**src/rtl/muldiv_seq.sv**
```systemverilog
// muldiv_seq: iterative unsigned multiply/divide sequencer beside ex_stage.
// One operation is accepted from ID/EX. The sequencer then retires one
// operand bit per cycle. The pipeline is stalled until the result is ready,
// and the result is presented for a single cycle on done/result.
//
// Ports
//   clk, rst_n   core clock, asynchronous active-low reset
//   start        ID/EX holds a muldiv op with valid forwarded operands
//   op           00 MUL, 01 MULHU, 10 DIVU, 11 REMU
//   op_a, op_b   operands after the forwarding mux
//   kill         flush of the instruction currently in EX
//   stall        freeze IF/ID/EX (combinational)
//   busy         registered, sequencer not idle
//   done         one-cycle result-valid strobe
//   result       product / quotient / remainder, valid while done=1
module muldiv_seq #(
  parameter int XLEN  = 32,
  parameter int CNT_W = 6
) (
  input  logic            clk,
  input  logic            rst_n,
  input  logic            start,
  input  logic [1:0]      op,
  input  logic [XLEN-1:0] op_a,
  input  logic [XLEN-1:0] op_b,
  input  logic            kill,
  output logic            stall,
  output logic            busy,
  output logic            done,
  output logic [XLEN-1:0] result
);

  localparam logic [1:0] S_IDLE = 2'd0;
  localparam logic [1:0] S_MUL  = 2'd1;
  localparam logic [1:0] S_DIV  = 2'd2;
  localparam logic [1:0] S_DONE = 2'd3;

  logic [1:0]       state_q, state_d;
  logic [CNT_W-1:0] count_q, count_d;
  logic [1:0]       op_q, op_d;
  // acc_hi holds the product high word or the remainder.
  // acc_lo holds the multiplier/product low word or the dividend/quotient.
  logic [XLEN-1:0]  acc_hi_q, acc_hi_d;
  logic [XLEN-1:0]  acc_lo_q, acc_lo_d;
  logic [XLEN-1:0]  opb_q, opb_d;
  logic [XLEN-1:0]  result_q, result_d;

  logic [XLEN:0]    mul_sum;
  logic [XLEN+1:0]  div_trial;
  logic             last_iter;

  always_comb begin
    // The extra bit on the add captures the carry that shifts into hi[MSB].
    mul_sum   = acc_lo_q[0] ? ({1'b0, acc_hi_q} + {1'b0, opb_q}) : {1'b0, acc_hi_q};
    // Two guard bits make the sign bit (XLEN+1) a clean "trial negative" flag.
    div_trial = {1'b0, acc_hi_q, acc_lo_q[XLEN-1]} - {2'b00, opb_q};
    last_iter = (count_q == CNT_W'(XLEN-1));

    state_d  = state_q;
    count_d  = count_q;
    op_d     = op_q;
    acc_hi_d = acc_hi_q;
    acc_lo_d = acc_lo_q;
    opb_d    = opb_q;
    result_d = result_q;

    case (state_q)
      S_IDLE: begin
        if (start && !kill) begin
          op_d    = op;
          opb_d   = op_b;
          count_d = '0;
          if (!op[1]) begin
            acc_hi_d = '0;
            acc_lo_d = op_a;
            state_d  = S_MUL;
          end else if (op_b == '0) begin
            // Divide by zero bypasses iteration.
            // The quotient is all ones and the remainder is the dividend.
            acc_hi_d = op_a;
            acc_lo_d = '1;
            state_d  = S_DONE;
          end else begin
            acc_hi_d = '0;
            acc_lo_d = op_a;
            state_d  = S_DIV;
          end
        end
      end
      S_MUL: begin
        acc_hi_d = mul_sum[XLEN:1];
        acc_lo_d = {mul_sum[0], acc_lo_q[XLEN-1:1]};
        count_d  = count_q + CNT_W'(1);
        if (last_iter) state_d = S_DONE;
      end
      S_DIV: begin
        if (!div_trial[XLEN+1]) acc_hi_d = div_trial[XLEN-1:0];
        else                    acc_hi_d = {acc_hi_q[XLEN-2:0], acc_lo_q[XLEN-1]};
        acc_lo_d = {acc_lo_q[XLEN-2:0], ~div_trial[XLEN+1]};
        count_d  = count_q + CNT_W'(1);
        if (last_iter) state_d = S_DONE;
      end
      default: state_d = S_IDLE;
    endcase

    if (kill && state_q != S_IDLE) state_d = S_IDLE;

    // Capture the result on entry to DONE.
    // op[0] selects between the hi register (MULHU/REMU) and the lo register (MUL/DIVU).
    if (state_d == S_DONE && state_q != S_DONE)
      result_d = op_d[0] ? acc_hi_d : acc_lo_d;
  end

  always_ff @(posedge clk or negedge rst_n) begin
    if (!rst_n) begin
      state_q  <= S_IDLE;
      count_q  <= '0;
      op_q     <= '0;
      acc_hi_q <= '0;
      acc_lo_q <= '0;
      opb_q    <= '0;
      result_q <= '0;
    end else begin
      state_q  <= state_d;
      count_q  <= count_d;
      op_q     <= op_d;
      acc_hi_q <= acc_hi_d;
      acc_lo_q <= acc_lo_d;
      opb_q    <= opb_d;
      result_q <= result_d;
    end
  end

  assign stall  = ((state_q == S_IDLE) && start && !kill) ||
                  (((state_q == S_MUL) || (state_q == S_DIV)) && !kill);
  assign busy   = (state_q != S_IDLE);
  assign done   = (state_q == S_DONE) && !kill;
  assign result = result_q;

endmodule

```
**config.mk**
```make
export PLATFORM = sky130hd
export DESIGN_NAME = muldiv_seq
export DESIGN_NICKNAME = d
export VERILOG_FILES = /design/src/rtl/muldiv_seq.sv
export SDC_FILE = /design/constraint.sdc
export NUM_CORES = 1
export LEC_CHECK = 0
export ABC_CLOCK_PERIOD_IN_PS = 9700
export CORE_ASPECT_RATIO = 2
export CORE_MARGIN = 8
export CORE_UTILIZATION = 52
export DETAILED_ROUTE_END_ITERATION = 8
export GPL_TIMING_DRIVEN = 0
export HOLD_SLACK_MARGIN = 0.05
export PLACE_DENSITY_LB_ADDON = 0.15
export REMOVE_ABC_BUFFERS = 1
export SYNTH_ARGS = -nofsm -noshare
export SYNTH_HDL_FRONTEND = slang
export SYNTH_SLANG_ARGS = --single-unit
```
**constraint.sdc**
```tcl
create_clock -name clk -period 9.7 [get_ports clk]
set_input_delay 0.97 -clock clk [delete_from_list [all_inputs] [get_ports clk]]
set_output_delay 0.97 -clock clk [all_outputs]
set_load 0.1 [all_outputs]
```
==> results.cfg, run 1 <==
[floorplanning]
die_x_um = 120
boundaryPins = 105
dieArea_um2 = 26800
fp.dieH_um = 224
rows = 76
core_area_um2 = 21400
start_util = 0.525

[logic_synthesis]
netlist_instances = 1380
synth_top_area_frac = 0.305
synth_area_um2 = 11200
synthFlopType = dfrtp_1
synth_cell_type_count = 71
ys_top_cells_by_area = dfrtp_1 (31%), ha_1 (7.7%), a21oi_1 (7.4%), o21ai_0 (5.6%), mux2_2 (3.6%)
ys_ff_latch = 137
async_flop_share = 1.00
synth_common_cells = a21oi_1 (165), dfrtp_1 (137), o21ai_0 (126), nor2_1 (97)
synth_edf_count = 0
synth_area_leader_cell = dfrtp_1
syn_avg_cell_area_um2 = 8.13
post-synth-top-count-cell = a21oi_1
synth_seq_area_share = 0.305
synth-warning-count = 0

[placed_design]
portBuffers = 104
gp_congestion = 1.01
hpwl_mm = 32.2
placedCellCount = 1679

[global_route]
grt_pass1_vias = 12000
grt_usage = 0.330
grt_start_max_net_pins = 93
antenna_found_initial = 1
grt_first_pass_wirelength_mm = 68.0
overflow = 0

[final_layout]
diodes = 0
fillers = 2016
final_cells = 1711
utilization = 0.615
layout.nets = 1566
multi_input_comb_area_um2 = 7270
regArea_um2 = 3430
layout-drive-gt1-share = 0.0716
areaGrowthSynthToFinish_pct = 17.2

[run_status]
violations = capacitance limit
status = finished, violations left

[setup_path]
rr_worst_depth = 10
timing.rr.start = state_q[1]
crit_required_ns = 10.06
cp_slowest_stage_delay_ns = 0.83
crit_buf_inv = 2
critPathCaptureType = register
r2r_slack_ns = 5.16
path_class = input port to register
critPathTopFamily = simple AND/OR/NAND/NOR gates
worstPathArrival_ns = 6.00
crit_slowest_cell = nor4_1
critical_path.max_fanout = 30
path_cells = clkdlybuf4s50_1, nor4_1, nand4_1, o31ai_4, buf_8, nand2_1, o21ai_0, a21oi_1, o211ai_1, mux2i_1, o21ai_0
r2r_end = result[15]
startpoint_type = input port
cpMostUsedCell = o21ai_0

[hold_path]
hp-class = input port to asynchronous set/reset pin

[clock_tree]
cts_tree = done
cts.clk_slew.worst_paths_ns = 0.06
clock_sink_count = 137
cts_buffers = 17
postCtsSetupBuffers = 0
clock_latency_ns = 0.45
htreeDepth = 4
cts_root_buf = clkbuf_16
postCtsResizedCells = 0
cts_hold_buf = 0
cts_buffer_depth = 2

[route]
post_drt_via_cell_ratio = 6.91
routed_wl_mm = 44.1
drc = 0
antenna_left = 0
drtPass1Iterations = 5
via_count = 11800
wire_per_inst_um = 25.8
drt_iter0_markers = 1320

[timing]
clock_skew_ns = 0.00872
rsz0062_at_grt = no
fin_crit_sh = 0.582
max_freq_mhz = 177
worst_slew_pin_slew_ns = 1.47
hold_viol = 0
maxSlewHeadroom = 0.0107
finalMaxSlewViolations = 0
setup_viol = 0
fin_crit_ns = 5.64

[run]
maxCapViolCount = 1
[layout make-up]
class	count	share of cell area
clock buffer	20	0.0347
sequential	137	0.261
timing repair buffer	113	0.0925
inverter	73	0.0209
clock inverter	12	0.0124
multi-input combinational	1083	0.553
tap	273	0.0260
[cells in the final DEF (no fill, tap or decap), drive strengths merged, types with 16 or more instances in the layout]
cell type,synthesis,layout
a31oi,42,42
nand3,43,43
inv,71,75
a21o,40,40
ha,69,69
o21ai,127,127
a22o,17,17
mux2,36,36
o221ai,16,16
nor2,97,97
nand2,78,78
xnor2,26,26
clkbuf,78,20
nor3,23,23
a22oi,43,43
a21oi,165,165
clkdlybuf4s50,0,103
mux2i,23,23
dfrtp,137,137
[stage by stage]
stage	area [um^2]	hold slack [ns]	setup TNS (ns)	setup WS, ns
floorplan	10900	0.499	0	3.73
global placement	12300	0.465	-4.76	-0.442
detailed placement	12500	0.475	0	3.80
CTS	13200	0.445	0	4.28
global route	13200	0.479	0	4.04
finish	13200	0.442	0	4.06
[routing by layer]
| metal | GRT usage | wire (um) | up-vias | share of wire |
|---|---|---|---|---|
| met5 | 0 | 11 | - | 0.00025 |
| met2 | 0.572 | 22400 | 586 | 0.51 |
| li1 | - | - | 5296 | - |
| met3 | 0.0567 | 2780 | 210 | 0.063 |
| met4 | 0.276 | 3780 | 2 | 0.086 |
| met1 | 0.340 | 15100 | 5724 | 0.34 |
[logic make-up (layout without fill, tap and decap cells)]
kind of cell | after synthesis | after routing | share of synthesized area
DFF | 137 | 137 | 0.305
AOI/OAI and AO/OA | 581 | 581 | 0.332
and+or+nand+nor | 334 | 334 | 0.142
muxes | 59 | 59 | 0.0566
buffers and inverters | 160 | 218 | 0.0539
xor gates and xnor gates | 38 | 38 | 0.0296
adders and majority gates | 71 | 71 | 0.0805
[flip-flops by register name (all words and copies together), names as in the netlist]
name	flops
opb_q	32
state_q	2
op_q	1
count_q	6
acc_hi_q	32
acc_lo_q	32
result	32
[worst max-delay path by stage]
stage / start / slack, ns / end / cells past startpoint
2_1_floorplan: kill / 3.73 / stall / 3
3_3_place_gp: start / -0.44 / result[15] / 9
3_5_place_dp: op_b[17] / 3.80 / result[15] / 11
4_1_cts: op_b[17] / 4.28 / result[15] / 11
5_1_grt: op_b[17] / 4.04 / result[15] / 11
6_report: op_b[17] / 4.06 / result[15] / 11
Power of run 1 is not shown: default switching activity piles up to over one toggle a cycle in this logic, so the estimate is an artifact.
==> run 2, diff against run 1 <==
--- a/config.mk
+++ b/config.mk
@@ -5,7 +5,7 @@
 export SDC_FILE = /design/constraint.sdc
 export NUM_CORES = 1
 export LEC_CHECK = 0
-export ABC_CLOCK_PERIOD_IN_PS = 9700
+export ABC_CLOCK_PERIOD_IN_PS = 4950
 export CORE_ASPECT_RATIO = 2
 export CORE_MARGIN = 8
 export CORE_UTILIZATION = 52
==> constraint.sdc (replaced) <==
create_clock -name clk -period 4.95 [get_ports clk]
set_input_delay 0.495 -clock clk [delete_from_list [all_inputs] [get_ports clk]]
set_output_delay 0.495 -clock clk [all_outputs]
set_load 0.1 [all_outputs]
==> run 2 against run 1 <==
The run now ends clean; routed wire length grew 0.29%; flip-flop and latch count is the same; worst setup slack got worse by 3.8 ns; clock skew rose by 0.00055 ns; largest cell class unchanged; non-clock buffer count is 2 higher; critical path type unchanged.
==> results.cfg, run 2 (synthesis gave the netlist of run 1 again) <==
[run_status]
status = completed

[clock_tree]
cts_root_buf = clkbuf_16
clock_latency_ns = 0.45
postCtsSetupBuffers = 0
cts_buffers = 17
htreeDepth = 4
cts_tree = done
cts_buffer_depth = 2
cts.clk_slew.worst_paths_ns = 0.06
clock_sink_count = 137

[timing]
fin_crit_sh = 0.941
fin_ws_ns = 0.294
clock_skew_ns = 0.00927
max_freq_mhz = 215
worst_slew_pin_slew_ns = 1.42
finalMaxSlewViolations = 0
rsz0062_at_grt = no
fin_crit_ns = 4.66
hold_ws_ns = 0.483
hold_viol = 0
maxSlewHeadroom = 0.0482
setup_viol = 0

[floorplanning]
boundaryPins = 105
start_util = 0.525
rows = 76
die_x_um = 120
fp.dieH_um = 224
core_area_um2 = 21400
dieArea_um2 = 26800

[setup_path]
worstPathArrival_ns = 5.02
critPathTopFamily = compound AO/OA/AOI/OAI gates
critical_path.max_fanout = 30
path_cells = clkdlybuf4s50_1, nor4_1, nand4_1, o31ai_4, buf_8, nand2_2, o21ai_0, a21oi_1, o211ai_1, mux2i_1, o21ai_0
startpoint_type = input port
crit_required_ns = 5.31
path_class = input port to register
cp_slowest_stage_delay_ns = 0.84
cpMostUsedCell = o21ai_0
crit_slowest_cell = o31ai_4
critPathCaptureType = register
crit_buf_inv = 2

[hold_path]
hp-class = register to register

[route]
wire_per_inst_um = 25.8
routed_wl_mm = 44.3
antenna_left = 0
via_count = 11900
drtPass1Iterations = 6
post_drt_via_cell_ratio = 6.97
drt_iter0_markers = 1254
drc = 0

[run]
maxCapViolCount = 0

[placed_design]
placed_area_um2 = 12500
place_ws_ns = -0.475
portBuffers = 104
hpwl_mm = 32.2
gp_congestion = 1.01

[global_route]
grt_start_max_net_pins = 93
overflow = 0
grt_first_pass_wirelength_mm = 67.9
grt_pass1_vias = 12100
grt_usage = 0.330
antenna_found_initial = 1

[final_layout]
regArea_um2 = 3430
layout-drive-gt1-share = 0.0729
postLayoutCellArea_um2 = 13200
areaGrowthSynthToFinish_pct = 17.4
fillers = 2021
multi_input_comb_area_um2 = 7280
layout.nets = 1568
final_cell_mix = a21oi_1 (165), dfrtp_1 (137), o21ai_0 (126)
diodes = 0
utilization = 0.616
layout_commonest_cell = a21oi_1
==> run 2: changes by cell type in the layout (fill, tap and decap cells not counted), sizes merged <==
cell	delta
inv	+1
clkinv	-1
buf	+1
dlygate4sd3	+1
==> run 2: final cells by class <==
class                           instances  share of cell area
Sequential cell                       137               0.260
Timing Repair Buffer                  115              0.0940
Clock inverter                         12              0.0123
Multi-Input combinational cell       1083               0.552
Inverter                               73              0.0210
Tap cell                              273              0.0259
Clock buffer                           20              0.0346
==> run 2: timing repair <==
| action | CTS | global route |
|---|---|---|
| endpoints found under the setup margin | 1 | 3 |
| gates cloned | 0 | 0 |
| endpoints found under the hold margin | 45 | 0 |
| hold buffers | 1 | 0 |
| pin swaps | 0 | 0 |
| gates resized for setup | 1 | 2 |
==> run 2: final timing paths <==
kind	start	endpoint	slack, ns	depth (start not counted)
worst max register to register	acc_hi_q[3]	result[17]	0.47	11
worst min register to register	result[15]	result[15]	0.48	2
worst min-delay path	result[15]	result[15]	0.48	2
worst max-delay path	op_b[17]	result[15]	0.29	11
min in group asynchronous	rst_n	opb_q[1]	0.54	2
max in group asynchronous	rst_n	acc_hi_q[22]	3.56	3
==> run 2: stage by stage <==
stage	instances	TNS, ns
after floorplan	1293	-4.12
after global placement	1670	-741.85
after detailed placement	1679	-3.78
after CTS	1712	0
after global routing	1713	0
final	1713	0
==> run 2: metal layers <==
| metal | global-route usage | share of wire |
|---|---|---|
| met1 | 0.343 | 0.34 |
| met2 | 0.571 | 0.50 |
| met3 | 0.0540 | 0.065 |
| met4 | 0.275 | 0.090 |
| met5 | 0 | 0.00025 |
==> run 2: tightest hold or removal path: stages (launching register included) <==
cell,delay [ns]
dfrtp_1,0.34
nand2_1,0.05
o21ai_0,0.06
Power of run 2 is left out for the same reason.
